===== src/rtl/noaa_stats_engine.sv =====
// Windowed statistics engine: requests WIN samples at a SAMPLE_DIV cadence and reports
// average, population SD, or (with NOAA_MINMAX_EN defined) the window minimum/maximum.
module noaa_stats_engine #(
    parameter int DATA_W     = 12,
    parameter int WIN        = 8,
    parameter int SAMPLE_DIV = 4
) (
    input  logic              CLK,
    input  logic              RESET_N,
    input  logic [1:0]        MODE,
    input  logic [DATA_W-1:0] TN,
    output logic              SAMPLE,
    output logic              DONE,
    output logic [DATA_W-1:0] AVG_SD
);

    localparam int LW  = $clog2(WIN);
    localparam int DW  = $clog2(SAMPLE_DIV);
    localparam int S1W = DATA_W + LW;
    localparam int S2W = 2 * DATA_W + LW;
    localparam int RW  = DATA_W + 2;
    localparam int BW  = $clog2(DATA_W + 1);
    localparam logic [DW-1:0] DIV_PRE  = DW'(SAMPLE_DIV - 2);
    localparam logic [LW-1:0] CNT_LAST = LW'(WIN - 1);
    localparam logic [BW-1:0] BIT_LAST = BW'(DATA_W - 1);

    typedef enum logic [1:0] {ACCUM, CALC, SQRT, OUT} state_t;

    state_t              state;
    logic [DW-1:0]       div_cnt;
    logic [LW-1:0]       smp_cnt;
    logic [BW-1:0]       bit_cnt;
    logic [1:0]          mode_q;
    logic [S1W-1:0]      s1;
    logic [S2W-1:0]      s2;
    logic [2*DATA_W-1:0] sq_op;
    logic [RW-1:0]       sq_rem;
    logic [DATA_W-1:0]   sq_root;

    logic [1:0]          mode_eff;
    logic [2*DATA_W-1:0] tn_ext;
    logic [2*DATA_W-1:0] tn_sq;
    logic [DATA_W-1:0]   mean;
    logic [2*DATA_W-1:0] mean_ext;
    logic [2*DATA_W-1:0] mean_sq;
    logic [2*DATA_W-1:0] var_w;
    logic [RW+1:0]       rem_sh;
    logic [RW+1:0]       trial;
    logic [RW+1:0]       rem_nx;
    logic                sq_ge;
    logic [DATA_W-1:0]   root_nx;
    logic [DATA_W-1:0]   calc_res;
    logic                unused_bits;

`ifdef NOAA_MINMAX_EN
    logic [DATA_W-1:0] min_q;
    logic [DATA_W-1:0] max_q;
    assign mode_eff    = MODE;
    assign unused_bits = ^{s1[LW-1:0], s2[LW-1:0], rem_nx[RW+1:RW]};
`else
    // Without the trackers MODE[1] is dropped: 10 acts as avg, 11 as SD.
    assign mode_eff    = {1'b0, MODE[0]};
    assign unused_bits = ^{MODE[1], s1[LW-1:0], s2[LW-1:0], rem_nx[RW+1:RW]};
`endif

    assign tn_ext   = {{DATA_W{1'b0}}, TN};
    assign tn_sq    = tn_ext * tn_ext;
    assign mean     = s1[S1W-1:LW];
    assign mean_ext = {{DATA_W{1'b0}}, mean};
    assign mean_sq  = mean_ext * mean_ext;
    // floor(S2/N) >= floor(S1/N)^2 always holds, so this never wraps.
    assign var_w    = s2[S2W-1:LW] - mean_sq;

    // One restoring-sqrt step: bring down two operand bits, try (root<<2)|1.
    assign rem_sh  = {sq_rem, sq_op[2*DATA_W-1 -: 2]};
    assign trial   = {2'b00, sq_root, 2'b01};
    assign sq_ge   = (rem_sh >= trial);
    assign rem_nx  = sq_ge ? (rem_sh - trial) : rem_sh;
    assign root_nx = {sq_root[DATA_W-2:0], sq_ge};

    always_comb begin
        calc_res = mean;
`ifdef NOAA_MINMAX_EN
        if (mode_q == 2'b10) calc_res = min_q;
        else if (mode_q == 2'b11) calc_res = max_q;
`endif
    end

    always_ff @(posedge CLK or negedge RESET_N) begin
        if (!RESET_N) begin
            state   <= ACCUM;
            div_cnt <= '0;
            smp_cnt <= '0;
            bit_cnt <= '0;
            mode_q  <= '0;
            s1      <= '0;
            s2      <= '0;
            sq_op   <= '0;
            sq_rem  <= '0;
            sq_root <= '0;
            SAMPLE  <= 1'b0;
            DONE    <= 1'b0;
            AVG_SD  <= '0;
`ifdef NOAA_MINMAX_EN
            min_q   <= '1;
            max_q   <= '0;
`endif
        end else begin
            case (state)
                ACCUM: begin
                    if (SAMPLE) begin
                        div_cnt <= '0;
                        SAMPLE  <= 1'b0;
                        smp_cnt <= smp_cnt + 1'b1;
                        s1      <= s1 + {{LW{1'b0}}, TN};
                        s2      <= s2 + {{LW{1'b0}}, tn_sq};
                        if (smp_cnt == '0) mode_q <= mode_eff;
`ifdef NOAA_MINMAX_EN
                        if (TN < min_q) min_q <= TN;
                        if (TN > max_q) max_q <= TN;
`endif
                        if (smp_cnt == CNT_LAST) state <= CALC;
                    end else begin
                        // SAMPLE is registered, so it is raised one count early.
                        div_cnt <= div_cnt + 1'b1;
                        SAMPLE  <= (div_cnt == DIV_PRE);
                    end
                end
                CALC: begin
                    if (mode_q == 2'b01) begin
                        sq_op   <= var_w;
                        sq_rem  <= '0;
                        sq_root <= '0;
                        bit_cnt <= '0;
                        state   <= SQRT;
                    end else begin
                        AVG_SD <= calc_res;
                        DONE   <= 1'b1;
                        state  <= OUT;
                    end
                end
                SQRT: begin
                    sq_op   <= {sq_op[2*DATA_W-3:0], 2'b00};
                    sq_rem  <= rem_nx[RW-1:0];
                    sq_root <= root_nx;
                    bit_cnt <= bit_cnt + 1'b1;
                    if (bit_cnt == BIT_LAST) begin
                        AVG_SD <= root_nx;
                        DONE   <= 1'b1;
                        state  <= OUT;
                    end
                end
                OUT: begin
                    DONE    <= 1'b0;
                    smp_cnt <= '0;
                    s1      <= '0;
                    s2      <= '0;
`ifdef NOAA_MINMAX_EN
                    min_q   <= '1;
                    max_q   <= '0;
`endif
                    state   <= ACCUM;
                end
                default: state <= ACCUM;
            endcase
        end
    end

endmodule


===== config.mk =====
export PLATFORM = sky130hd
export DESIGN_NAME = noaa_stats_engine
export DESIGN_NICKNAME = d
export VERILOG_FILES = /design/src/rtl/noaa_stats_engine.sv
export SDC_FILE = /design/constraint.sdc
export NUM_CORES = 1
export LEC_CHECK = 0
export CAP_MARGIN = 5
export CORE_MARGIN = 3
export CORE_UTILIZATION = 60
export DETAILED_ROUTE_END_ITERATION = 16
export DONT_BUFFER_PORTS = 1
export PLACE_DENSITY = 0.76
export SYNTH_ARGS = -nofsm -noshare
export SYNTH_HDL_FRONTEND = slang
export SYNTH_SLANG_ARGS = --single-unit

===== constraint.sdc =====
create_clock -name CLK -period 6.65 [get_ports CLK]
set_input_delay 0.9975 -clock CLK [delete_from_list [all_inputs] [get_ports CLK]]
set_output_delay 0.9975 -clock CLK [all_outputs]
set_load 0.005 [all_outputs]

==> metrics.txt <==
wire length of the first global-routing pass=58500 um; unrepaired setup endpoints after global routing=no; data arrival at the endpoint of the critical path=6.53 ns; number of enable flip-flop cells after synthesis=0; setup slack of the most critical reg-to-reg path=~0.43 ns; worst hold margin=approximately 0.26 ns; Die Outline Area=0.0282 sq mm; number of global-route vias before repair=between 10000 and 15000; Detailed Route Iter0 Violations=approximately 700; post-route cell area=0.0166 sq mm; delay-heaviest family, CP=adder cells; Final TNS setup=0 ns; count of antenna-violating nets left after detailed routing=0; clock sink total=118; detailed-route wire length=about 34000 um; Fin. Hold Viols=0; maximum number of buffers from clock root to sink=2; Die Wd=approximately 170 um; Setup-failing EPs final=0; largest fanout of any net on the critical path=16; class of the tightest hold or removal check=input pin to async pin; Cell Rows=58; highest metal layer with signal wires=met4; estimated wirelength of the detail-placed design=26500 um; Worst Tran Pin Value=1.11 ns; time the final worst path needs with I/O delays and setup=6.22 ns; vias per cell=between 5 and 6; post-route clock skew=0.0117 ns; met3 WL=roughly 1500 um; clock root buffer master=sky130_fd_sc_hd__clkbuf_16; maximum clock rate=between 150 and 200 MHz; type of the worst setup path=flip-flop to flip-flop; port bufs=0; primary flip-flop cell chosen by synthesis mapping=sky130_fd_sc_hd__dfrtp_1; ant diodes=0; DR WL/cell=~16 um; Initial DRT Pass Iterations=7; maximum number of pins on one net before global-route repair=around 120; post-route fraction of the period consumed by the critical path=0.936; Netlist Area Pre-Place=~0.016 sq mm; Post-CTS Setup Bufs=0; synthesized net count=between 2000 and 2500; kind of end point of the critical path=flip-flop; clock latency at the later pin of the worst-skew pair=roughly 0.43 ns; biggest cell delay along the critical path=a little over 0.8 ns; ordered cell list for the critical path=nand2_1 > fa_1 > inv_1 > fa_1 > inv_1 > fa_1 > fa_1 > inv_1 > fa_1 > inv_1 > ha_1 > a211oi_2 > nand4_1 > a2111o_1 > a31oi_4 > o31ai_2 > a311oi_2 > xor2_1 > a21oi_1; Required @ worst endpoint=roughly 7 ns; Initial Utilization=0.617; CTS-repair resized insts=0; filler cell count=roughly 2000; synthesis-to-layout area growth=5.48%; total of warnings raised by yosys=0; number of antenna violations at the first check in global routing=0; DRC Markers=0; share of synthesized registers carrying an async set or reset=1.00; number of different library cells in the post-synthesis netlist=65; CP bufs+invs=4; WL met2=16600 um; area of the placeable core=about 0.025 sq mm; total CTS buffers=17; result of the run=complete, no violations; Placed Instance Area=around 0.016 sq mm; Pins Over Slew Limit=0; detailed-route via count=~12000; count of maximum capacitance violations=0; clock tree from TritonCTS=built; most frequent cell on the critical path=sky130_fd_sc_hd__fa_1; number of top-level pins=30; global router's overall resource usage=0.252; Post-Synthesis Mean Instance Area=around 8.9 sq um; CTS H-tree lvls=4; number of flip-flops and latches in the synthesized netlist=roughly 120; wire length on met1=approximately 15000 um; number of buffers inserted by hold repair at cts=0; Placer Congestion=roughly 0.87; proportion of layout cells with a drive suffix above 1=0.0354; clock transition at the register clock pins on the worst setup and hold paths after CTS=0.06 ns; total grt overflow=0; most common cell after layout, fill and taps aside=sky130_fd_sc_hd__inv_1; Final Net Count=~2100; post-synthesis sequential area ratio=0.188; critical-path cell with the highest stage delay=sky130_fd_sc_hd__dfrtp_1; gate count of the mapped netlist=1763; leading cell types in the layout, fill and taps excluded=426 x sky130_fd_sc_hd__inv_1, 204 x sky130_fd_sc_hd__fa_1, 171 x sky130_fd_sc_hd__ha_1; tightest slew margin relative to the limit=0.255; kind of start point of the critical path=flip-flop; die height=about 170 um
## Yosys cell counts, types with 3 or more instances
| library cell | instances | share of area |
|---|---|---|
| sky130_fd_sc_hd__nor2b_1 | 15 | 0.0060 |
| sky130_fd_sc_hd__buf_1 | 3 | 0.00072 |
| sky130_fd_sc_hd__or3_1 | 4 | 0.0016 |
| sky130_fd_sc_hd__mux2i_1 | 17 | 0.011 |
| sky130_fd_sc_hd__o211ai_1 | 5 | 0.0024 |
| sky130_fd_sc_hd__a32oi_1 | 4 | 0.0022 |
| sky130_fd_sc_hd__nor3_1 | 9 | 0.0029 |
| sky130_fd_sc_hd__a22o_1 | 9 | 0.0050 |
| sky130_fd_sc_hd__a211oi_1 | 10 | 0.0048 |
| sky130_fd_sc_hd__dfrtp_1 | 118 | 0.19 |
| sky130_fd_sc_hd__o22ai_1 | 43 | 0.017 |
| sky130_fd_sc_hd__o21bai_1 | 9 | 0.0043 |
| sky130_fd_sc_hd__and2_1 | 53 | 0.021 |
| sky130_fd_sc_hd__nor2_1 | 64 | 0.015 |
| sky130_fd_sc_hd__nand4_1 | 9 | 0.0036 |
| sky130_fd_sc_hd__or2_2 | 3 | 0.0012 |
| sky130_fd_sc_hd__nand2b_1 | 15 | 0.0060 |
| sky130_fd_sc_hd__a21o_1 | 30 | 0.014 |
| sky130_fd_sc_hd__fa_1 | 204 | 0.26 |
| sky130_fd_sc_hd__clkbuf_1 | 53 | 0.013 |
| sky130_fd_sc_hd__ha_1 | 171 | 0.14 |
| sky130_fd_sc_hd__inv_1 | 426 | 0.10 |
| sky130_fd_sc_hd__a31oi_1 | 7 | 0.0028 |
| sky130_fd_sc_hd__nand3_1 | 17 | 0.0054 |
| sky130_fd_sc_hd__o21a_1 | 7 | 0.0033 |
| sky130_fd_sc_hd__xnor2_1 | 43 | 0.024 |
| sky130_fd_sc_hd__nand2_1 | 143 | 0.034 |
| sky130_fd_sc_hd__a22oi_1 | 13 | 0.0062 |
| sky130_fd_sc_hd__xor2_1 | 42 | 0.023 |
| sky130_fd_sc_hd__o21ai_1 | 11 | 0.0035 |
| sky130_fd_sc_hd__a21oi_1 | 84 | 0.027 |
| sky130_fd_sc_hd__o21ai_0 | 74 | 0.024 |
| sky130_fd_sc_hd__a311oi_1 | 4 | 0.0022 |
| sky130_fd_sc_hd__and3_1 | 7 | 0.0028 |
## worst paths after layout
kind / from / end / cells past startpoint
max: s1[5] / sq_op[22] / 19
min: RESET_N / s2[4] / 0
max reg2reg: s1[5] / sq_op[22] / 19
min reg2reg: sq_rem[13] / sq_rem[13] / 2
max in group asynchronous: RESET_N / sq_rem[5] / 0
min in group CLK: sq_rem[13] / sq_rem[13] / 2
## per-stage QoR
step | std cells | util | worst slack, ns
after floorplan | 1763 | - | 0.566
after global placement | 2049 | 0.629 | 0.385
after detailed placement | 2049 | 0.629 | 0.299
after CTS | 2081 | 0.651 | 0.426
after global routing | 2081 | 0.651 | 0.122
final | 2081 | 0.651 | 0.429
## cells by family after synthesis
kind of cell,count (synthesis),share of synthesized area
XOR/XNOR,85,0.0474
AND/OR/NAND/NOR,346,0.103
buffers and inverters,484,0.116
multiplexers,19,0.0123
AO/OA/AOI/OAI,336,0.137
adder cells (fa/ha/maj),375,0.396
flip-flops,118,0.188
## layer usage
| layer | track usage | up-vias |
|---|---|---|
| li1 | - | 5542 |
| met1 | 0.344 | 5719 |
| met2 | 0.432 | 252 |
| met3 | 0.0303 | 46 |
| met4 | 0.0683 | 0 |
| met5 | 0 | - |
## flip-flops by register name, indices dropped and copies added (netlist names), 3 cells and up
signal	cells
bit_cnt	4
smp_cnt	3
sq_root	12
sq_op	24
sq_rem	14
AVG_SD	12
s1	15
s2	27
## layout make-up
| class | instances | area, sq um | area share |
|---|---|---|---|
| well taps | 330 | 413 | 0.0249 |
| multi-input cells | 1161 | 10900 | 0.660 |
| inverters | 426 | 1600 | 0.0965 |
| clock buffers | 19 | 433 | 0.0261 |
| flip-flops and latches | 118 | 2950 | 0.178 |
| repair buffers | 14 | 105 | 0.00634 |
| clock inverters | 13 | 125 | 0.00755 |
Power is left out: the tool's default activity adds up to more than one toggle a clock period on the data nets, which glitch-free logic cannot reach.
